[config.mk]
export PLATFORM = sky130hd
export DESIGN_NAME = imm_gen_pipe
export DESIGN_NICKNAME = d
export VERILOG_FILES = /design/src/rtl/imm_gen_pkg.sv /design/src/rtl/imm_extract.sv /design/src/rtl/imm_gen_pipe.sv
export SDC_FILE = /design/constraint.sdc
export NUM_CORES = 1
export LEC_CHECK = 0
export ABC_AREA = 0
export BUFFER_PORTS_ARGS = -buffer_cell sky130_fd_sc_hd__buf_2
export CAP_MARGIN = 25
export CORE_UTILIZATION = 51
export CTS_BUF_LIST = sky130_fd_sc_hd__clkbuf_8
export DETAILED_ROUTE_END_ITERATION = 6
export PLACE_DENSITY = 0.78
export SETUP_SLACK_MARGIN = 0.4
export SLEW_MARGIN = 10
export SYNTH_ARGS = -nofsm -noshare
export SYNTH_HDL_FRONTEND = slang
export SYNTH_HIERARCHICAL = 1
export SYNTH_SLANG_ARGS = --single-unit
[constraint.sdc]
create_clock -name clk -period 2.4 [get_ports clk]
set_clock_uncertainty 0.15 [all_clocks]
set_input_delay 0.36 -clock clk [delete_from_list [all_inputs] [get_ports clk]]
set_output_delay 0.36 -clock clk [all_outputs]
set_load 0.05 [all_outputs]
[src/rtl/imm_gen_pkg.sv]
// Shared encodings and result type for the registered immediate generator.
package imm_gen_pkg;

  localparam logic [2:0] FMT_I    = 3'd0;
  localparam logic [2:0] FMT_S    = 3'd1;
  localparam logic [2:0] FMT_B    = 3'd2;
  localparam logic [2:0] FMT_U    = 3'd3;
  localparam logic [2:0] FMT_J    = 3'd4;
  localparam logic [2:0] FMT_ZIMM = 3'd5;
  localparam logic [2:0] FMT_ILL  = 3'd6;
  localparam logic [2:0] SEL_AUTO = 3'd7;

  localparam logic [6:0] OP_LOAD   = 7'b0000011;
  localparam logic [6:0] OP_IMM    = 7'b0010011;
  localparam logic [6:0] OP_IMM32  = 7'b0011011;
  localparam logic [6:0] OP_JALR   = 7'b1100111;
  localparam logic [6:0] OP_STORE  = 7'b0100011;
  localparam logic [6:0] OP_BRANCH = 7'b1100011;
  localparam logic [6:0] OP_LUI    = 7'b0110111;
  localparam logic [6:0] OP_AUIPC  = 7'b0010111;
  localparam logic [6:0] OP_JAL    = 7'b1101111;
  localparam logic [6:0] OP_SYSTEM = 7'b1110011;

  // imm is the 32-bit sign-extended form; bit 31 is the sign for wider results.
  typedef struct packed {
    logic [31:0] imm;
    logic [2:0]  fmt;
    logic        illegal;
  } imm_res_t;

  function automatic logic [2:0] auto_fmt(input logic [31:0] instr);
    logic [2:0] f;
    case (instr[6:0])
      OP_LOAD, OP_IMM, OP_IMM32, OP_JALR: f = FMT_I;
      OP_STORE:                           f = FMT_S;
      OP_BRANCH:                          f = FMT_B;
      OP_LUI, OP_AUIPC:                   f = FMT_U;
      OP_JAL:                             f = FMT_J;
      OP_SYSTEM:                          f = instr[14] ? FMT_ZIMM : FMT_I;
      default:                            f = FMT_ILL;
    endcase
    return f;
  endfunction

endpackage

[src/rtl/imm_extract.sv]
// Combinational immediate extraction for one instruction, including opcode-based
// format selection.
module imm_extract
  import imm_gen_pkg::*;
(
  input  logic [31:0] instr,
  input  logic [2:0]  imm_sel,
  output imm_res_t    res
);

  logic [2:0] fmt;

  always_comb begin
    fmt = (imm_sel == SEL_AUTO) ? auto_fmt(instr) : imm_sel;
    res = '0;
    res.fmt = fmt;
    res.illegal = (fmt == FMT_ILL);
    case (fmt)
      FMT_I:    res.imm = {{20{instr[31]}}, instr[31:20]};
      FMT_S:    res.imm = {{20{instr[31]}}, instr[31:25], instr[11:7]};
      FMT_B:    res.imm = {{19{instr[31]}}, instr[31], instr[7], instr[30:25],
                           instr[11:8], 1'b0};
      FMT_U:    res.imm = {instr[31:12], 12'b0};
      FMT_J:    res.imm = {{11{instr[31]}}, instr[31], instr[19:12], instr[20],
                           instr[30:21], 1'b0};
      FMT_ZIMM: res.imm = {27'b0, instr[19:15]};
      default:  res.imm = '0;
    endcase
  end

endmodule

[src/rtl/imm_gen_pipe.sv]
// Registered immediate generator: extraction feeding an output register plus a
// single skid entry, with a saturating count of consumed illegal results.
module imm_gen_pipe
  import imm_gen_pkg::*;
#(
  parameter int XLEN  = 32,
  parameter int CNT_W = 16
) (
  input  logic             clk,
  input  logic             rst_n,
  input  logic             in_valid,
  output logic             in_ready,
  input  logic [31:0]      instr,
  input  logic [2:0]       imm_sel,
  output logic             out_valid,
  input  logic             out_ready,
  output logic [XLEN-1:0]  imm,
  output logic [2:0]       out_fmt,
  output logic             out_illegal,
  output logic [CNT_W-1:0] illegal_cnt
);

  imm_res_t         res;
  imm_res_t         out_q;
  imm_res_t         skid_q;
  logic             out_valid_q;
  logic             skid_valid_q;
  logic             ready_q;
  logic [CNT_W-1:0] cnt_q;
  logic             in_xfer;
  logic             out_xfer;
  logic             skid_fill;

  imm_extract u_extract (
    .instr   (instr),
    .imm_sel (imm_sel),
    .res     (res)
  );

  assign in_xfer  = in_valid && ready_q;
  assign out_xfer = out_valid_q && out_ready;
  // Skid holds (or captures) an entry only while the output register is stuck.
  assign skid_fill = out_valid_q && !out_ready && (skid_valid_q || in_xfer);

  always_ff @(posedge clk) begin
    if (!rst_n) begin
      out_q        <= '0;
      out_valid_q  <= 1'b0;
      skid_q       <= '0;
      skid_valid_q <= 1'b0;
      ready_q      <= 1'b0;
      cnt_q        <= '0;
    end else begin
      if (out_xfer && out_q.illegal && (cnt_q != {CNT_W{1'b1}})) begin
        cnt_q <= cnt_q + CNT_W'(1);
      end
      if (!out_valid_q || out_ready) begin
        if (skid_valid_q) begin
          out_q       <= skid_q;
          out_valid_q <= 1'b1;
        end else if (in_xfer) begin
          out_q       <= res;
          out_valid_q <= 1'b1;
        end else begin
          out_valid_q <= 1'b0;
        end
      end else if (in_xfer) begin
        skid_q <= res;
      end
      skid_valid_q <= skid_fill;
      ready_q      <= !skid_fill;
    end
  end

  generate
    if (XLEN == 64) begin : g_ext64
      assign imm = {{32{out_q.imm[31]}}, out_q.imm};
    end else begin : g_ext32
      assign imm = out_q.imm;
    end
  endgenerate

  assign in_ready    = ready_q;
  assign out_valid   = out_valid_q;
  assign out_fmt     = out_q.fmt;
  assign out_illegal = out_q.illegal;
  assign illegal_cnt = cnt_q;

endmodule

==> After elaboration in Yosys (flattened, before gate mapping) <==
Cells that the tools add are included.
{ "word_totals": {"word_cells": 55, "mem_count": 0, "romBits": 0, "regBits": 91, "ramBits": 0, "latchBits": 0} }
{ "classes": {"shift": 0, "magnitude_cmp": 0, "n_eq_ne": 18, "add_sub_neg": 1, "n_bitwise": 1, "div": 0, "multipliers": 0, "n_mux": 8, "n_reduce_logical": 17} }
{ "op_table": {"columns": ["operator", "count"], "rows": [
  ["$pmux 32 s6", 1],
  ["$mux 36", 2],
  ["$eq 7x7->1 const B", 4],
  ["$eq 7x5->1 const B", 3],
  ["$pmux 3 s6", 1],
  ["$add 16x1->16 const B", 1],
  ["$ne 16x16->1 const B", 1],
  ["$eq 7x6->1 const B", 2],
  ["$eq 3x3->1 const B", 4],
  ["$eq 7x2->1 const B", 1],
  ["$eq 3x2->1 const B", 2],
  ["$logic_and 1x1->1", 6],
  ["$mux 3", 2],
  ["$reduce_and 2->1", 2],
  ["$reduce_or 4->1", 1],
  ["$eq 3x1->1 const B", 1],
  ["$logic_not 1->1", 3],
  ["$logic_not 3->1", 1],
  ["$logic_or 1x1->1", 2],
  ["$mux 1", 2],
  ["$reduce_bool 2->1", 1],
  ["$reduce_or 2->1", 1],
  ["$not 1->1", 1]
]} }

==> Depth between registers and ports, before layout <==
{ "depth": {"depth_word": 8, "ltp_mapped": 11} }

==> Modules after synthesis <==
Netlist, hierarchy kept.
{ "by_module_without_submodules": {"columns": ["module", "cells_per_inst", "n_inst", "area_per_inst_um2", "seq_area_each_um2"], "rows": [
  ["imm_gen_pipe", 419, 1, 3881.2, 1821.7],
  ["imm_extract", 97, 1, 701.9, 0.0]
]} }

==> Worst setup path after synthesis <==
No wires, ideal clock.
{ "synth_timing": {"path_type": "input -> register", "startpoint": "in instr[2]", "endpoint": "reg out_q (netlist bit imm[20])", "arrival_time_ns": 2.272, "setup_slack_ns": -0.138, "path_buffers": 2, "required_time_ns": 2.134, "cell_stages": 11, "setup_ns": 0.116, "cell_sequence": "buf_6 -> or3b_4 -> a2111oi_4 -> o221ai_2 -> a31oi_1 -> o21ai_1 -> buf_6 -> a21o_1 -> mux2i_1 -> nand2_1 -> o211a_1"} }
{ "synth_rtl": {"columns": ["item", "line", "text"], "rows": [
  ["from (decl)", "imm_gen_pipe.sv:13", "input logic [31:0] instr,"],
  ["to (signal assigned)", "imm_gen_pipe.sv:59", "out_q <= skid_q;"],
  ["to (signal assigned)", "imm_gen_pipe.sv:62", "out_q <= res;"],
  ["to (decl)", "imm_gen_pipe.sv:24", "imm_res_t out_q;"]
]} }

==> results.sh <==
export IMPL_status="finished clean"
export IMPL_cts_root_buf="clkbuf_8"
export IMPL_arrival_ns=2.55
export IMPL_worst_pin_slew_ns=0.649
export IMPL_die_area_um2=9370
export IMPL_clock_sinks=91
export IMPL_synth_adder_area_share=0.00273
export IMPL_crit_type="primary input to flop"
export IMPL_end_kind="flop"
export IMPL_r2r_start="illegal_cnt[0]"
export IMPL_yosysUniqueCellTypes=61
export IMPL_routabilityCongestion=0.902
export IMPL_ff2ff_path_depth=6
export IMPL_vdd_drop_max_mv=0.412
export IMPL_first_iter_violations=196
export IMPL_cts_tree="yes"
export IMPL_p_leak_uw=0.00287
export IMPL_clock_path_buffers=2
export IMPL_yosysWarnings=6
export IMPL_crit_fanout=6
export IMPL_reg2reg_slack_ns=0.56
export IMPL_synthSimpleGateAreaFrac=0.214
export IMPL_fin_ws_ns=0.00524
export IMPL_firstDrtPassIters=5
export IMPL_port_buffers=92
export IMPL_p_per_area_nw_per_um2=568
export IMPL_grt_use_total=0.241
export IMPL_final_util=0.691
export IMPL_final_nets=667
export IMPL_max_slew_margin_rel=0.568
export IMPL_antenna_found_initial=0
export IMPL_synth_cells=516
export IMPL_rows=34
export IMPL_die_h_um=96.8
export IMPL_pin_count=93
export IMPL_initial_core_util=0.526
export IMPL_finalSetupViolCount=0
export IMPL_synth_top_area_share=0.397
export IMPL_synthFlopType="dfxtp_1"
export IMPL_seqCellArea_um2=1850
export IMPL_rsz0062_at_grt="yes"
export IMPL_fmax_mhz=418
export IMPL_final_cell_mix="nand2_1, buf_2, dfxtp_1, mux2i_1, o211a_1"
export IMPL_syn_nets=556
export IMPL_htree_levels=3
export IMPL_synth_top_family_by_area="compound AO/OA/AOI/OAI gates"
export IMPL_holdBufCountCts=0
export IMPL_crit_path_end="imm[2]"
export IMPL_post_route_cells_drive_above_1_share=0.369
export IMPL_syn_to_final_growth_pct=31.4
export IMPL_fillers=693
export IMPL_antenna_cells=0
export IMPL_insertion_delay_ns=0.36
export IMPL_path_clk_slew_ns=0.10
export IMPL_wirelength_um=11900
export IMPL_fp_dieW_um=96.8
export IMPL_coreArea_um2=8720
export IMPL_synth_compound_area_share=0.236
export IMPL_mostFrequentLayoutCell="nand2_1"
export IMPL_cts_inserted_buffers=9
export IMPL_fin_crit_sh=0.998
export IMPL_fin_crit_ns=2.39
export IMPL_slew_violations=0
export IMPL_final_cells=740
export IMPL_muxShareOfSynthArea=0.0895
export IMPL_multiInputGateArea_um2=2880
export IMPL_reg2reg_to="illegal_cnt[12]"
export IMPL_dpl_hpwl_um=7550
export IMPL_seq_area_frac_synth=0.397
export IMPL_crit_start="instr[4]"
export IMPL_synth_edf_count=0
export IMPL_wl_per_cell_um=16.1
export IMPL_hold_viol_final=0
export IMPL_synth_seq_cells=91
export IMPL_grt_pass1_wl_um=18400
export IMPL_dp_cells=715
export IMPL_yosys_top_cells_area="dfxtp_1, nand2_1, mux2i_1, o211a_1, a21boi_0"
export IMPL_synth_xor_area_frac=0.0227
export IMPL_grt_overflow=0
export IMPL_startpoint_type="primary input"
export IMPL_grt_pass1_vias=3900
export IMPL_whs_ns=0.180
export IMPL_vias=4245
export IMPL_vias_per_cell=5.74
export IMPL_syn_cell_area_um2=4580
export IMPL_grt_max_degree=95
export IMPL_post_place_ws_ns=-0.286
export IMPL_avgSynthCellArea_um2=8.88
export IMPL_synth_top_cell_by_area="dfxtp_1"
export IMPL_maxCapViolCount=0
export IMPL_synth_async_sr_flop_share=0
export IMPL_drc=0
export IMPL_cp_data_required_time_ns=2.56
export IMPL_hold_path_class="primary input to flop"
export IMPL_drtAntennaViolNets=0
[where the power goes]
group          internal [µW]  switching (µW)
Combinational            280             441
Sequential              1560            27.7
Clock                    545             564
[cell type report]
| type | count | share of cell area |
|---|---|---|
| well taps | 108 | 0.0224 |
| clock inverters | 5 | 0.0102 |
| clock buffers | 11 | 0.0251 |
| repair buffers | 133 | 0.154 |
| inverters | 5 | 0.00395 |
| flip-flops and latches | 91 | 0.306 |
| multi-input cells | 387 | 0.477 |
[registers in the layout (all words and copies together), names as in the netlist]
signal        count
skid_valid_q      1
out_fmt           3
illegal_cnt      16
in_ready          1
skid_q           36
imm              32
out_illegal       1
out_valid         1
[cells by family after synthesis]
kind of cell | Yosys count
AOI/OAI and AO/OA | 129
xor gates and xnor gates | 11
adders and majority gates | 1
buffers and inverters | 38
DFF | 91
muxes | 41
and+or+nand+nor | 205
[synthesized netlist by cell type, drive strengths merged (3+ instances only)]
cell	n
o21ai	8
nor4	3
o22ai	4
a22oi	4
xor2	8
inv	5
nand3	9
and2	18
a21o	19
xnor2	3
nor3	10
a21boi	40
o211ai	3
buf	10
dfxtp	91
nand2b	4
a21oi	5
nor2	11
nand2	127
clkbuf	23
mux2i	41
o211a	36
nand4	9
[worst min-delay path by stage]
stage | from | endpoint | slack, ns | cells past startpoint
6_report | out_ready | out_valid | 0.18 | 3
2_1_floorplan | skid_q[10] | skid_q[10] | 0.28 | 2
3_3_place_gp | skid_q[12] | skid_q[12] | 0.29 | 2
5_1_grt | out_ready | out_valid | 0.21 | 3
4_1_cts | out_ready | out_valid | 0.18 | 3
3_5_place_dp | skid_q[5] | skid_q[5] | 0.30 | 2
[worst max-delay path, stage by stage]
cell	delay, ns
buf_8	0.10
or3b_4	0.41
a2111oi_4	0.29
buf_4	0.19
buf_4	0.12
o21ai_4	0.11
buf_12	0.16
nor2_4	0.17
a22oi_2	0.10
o22ai_2	0.21
mux2i_1	0.10
nand2_1	0.10
o211a_1	0.14
[metal layers]
metal / vias to the layer above / track usage / wire length (µm)
met4: 0 / 0.108 / 311
li1: 2048 / - / -
met2: 137 / 0.410 / 5760
met3: 28 / 0.0303 / 533
met1: 2032 / 0.306 / 5330
met5: - / 0 / 0
[through the flow]
stage                     setup TNS, ns  cell area, µm²  total power [µW]
after detailed placement         -10.43            5460              2270
after floorplan                  -0.944            4740              2070
after CTS                             0            5800              3380
final                                 0            6020              3420
after global routing             -0.168            6020              3550
after global placement            -5.28            5460              2260
[repair_timing]
item                                    in CTS  in global routing
endpoints found under the hold margin        0                  0
buffers inserted                             2                  7
resized for setup                           25                 39
pin swaps                                   16                 14
endpoints found under the setup margin      66                 72
gates cloned                                 0                  0
Power figures use the tool's default switching activity.
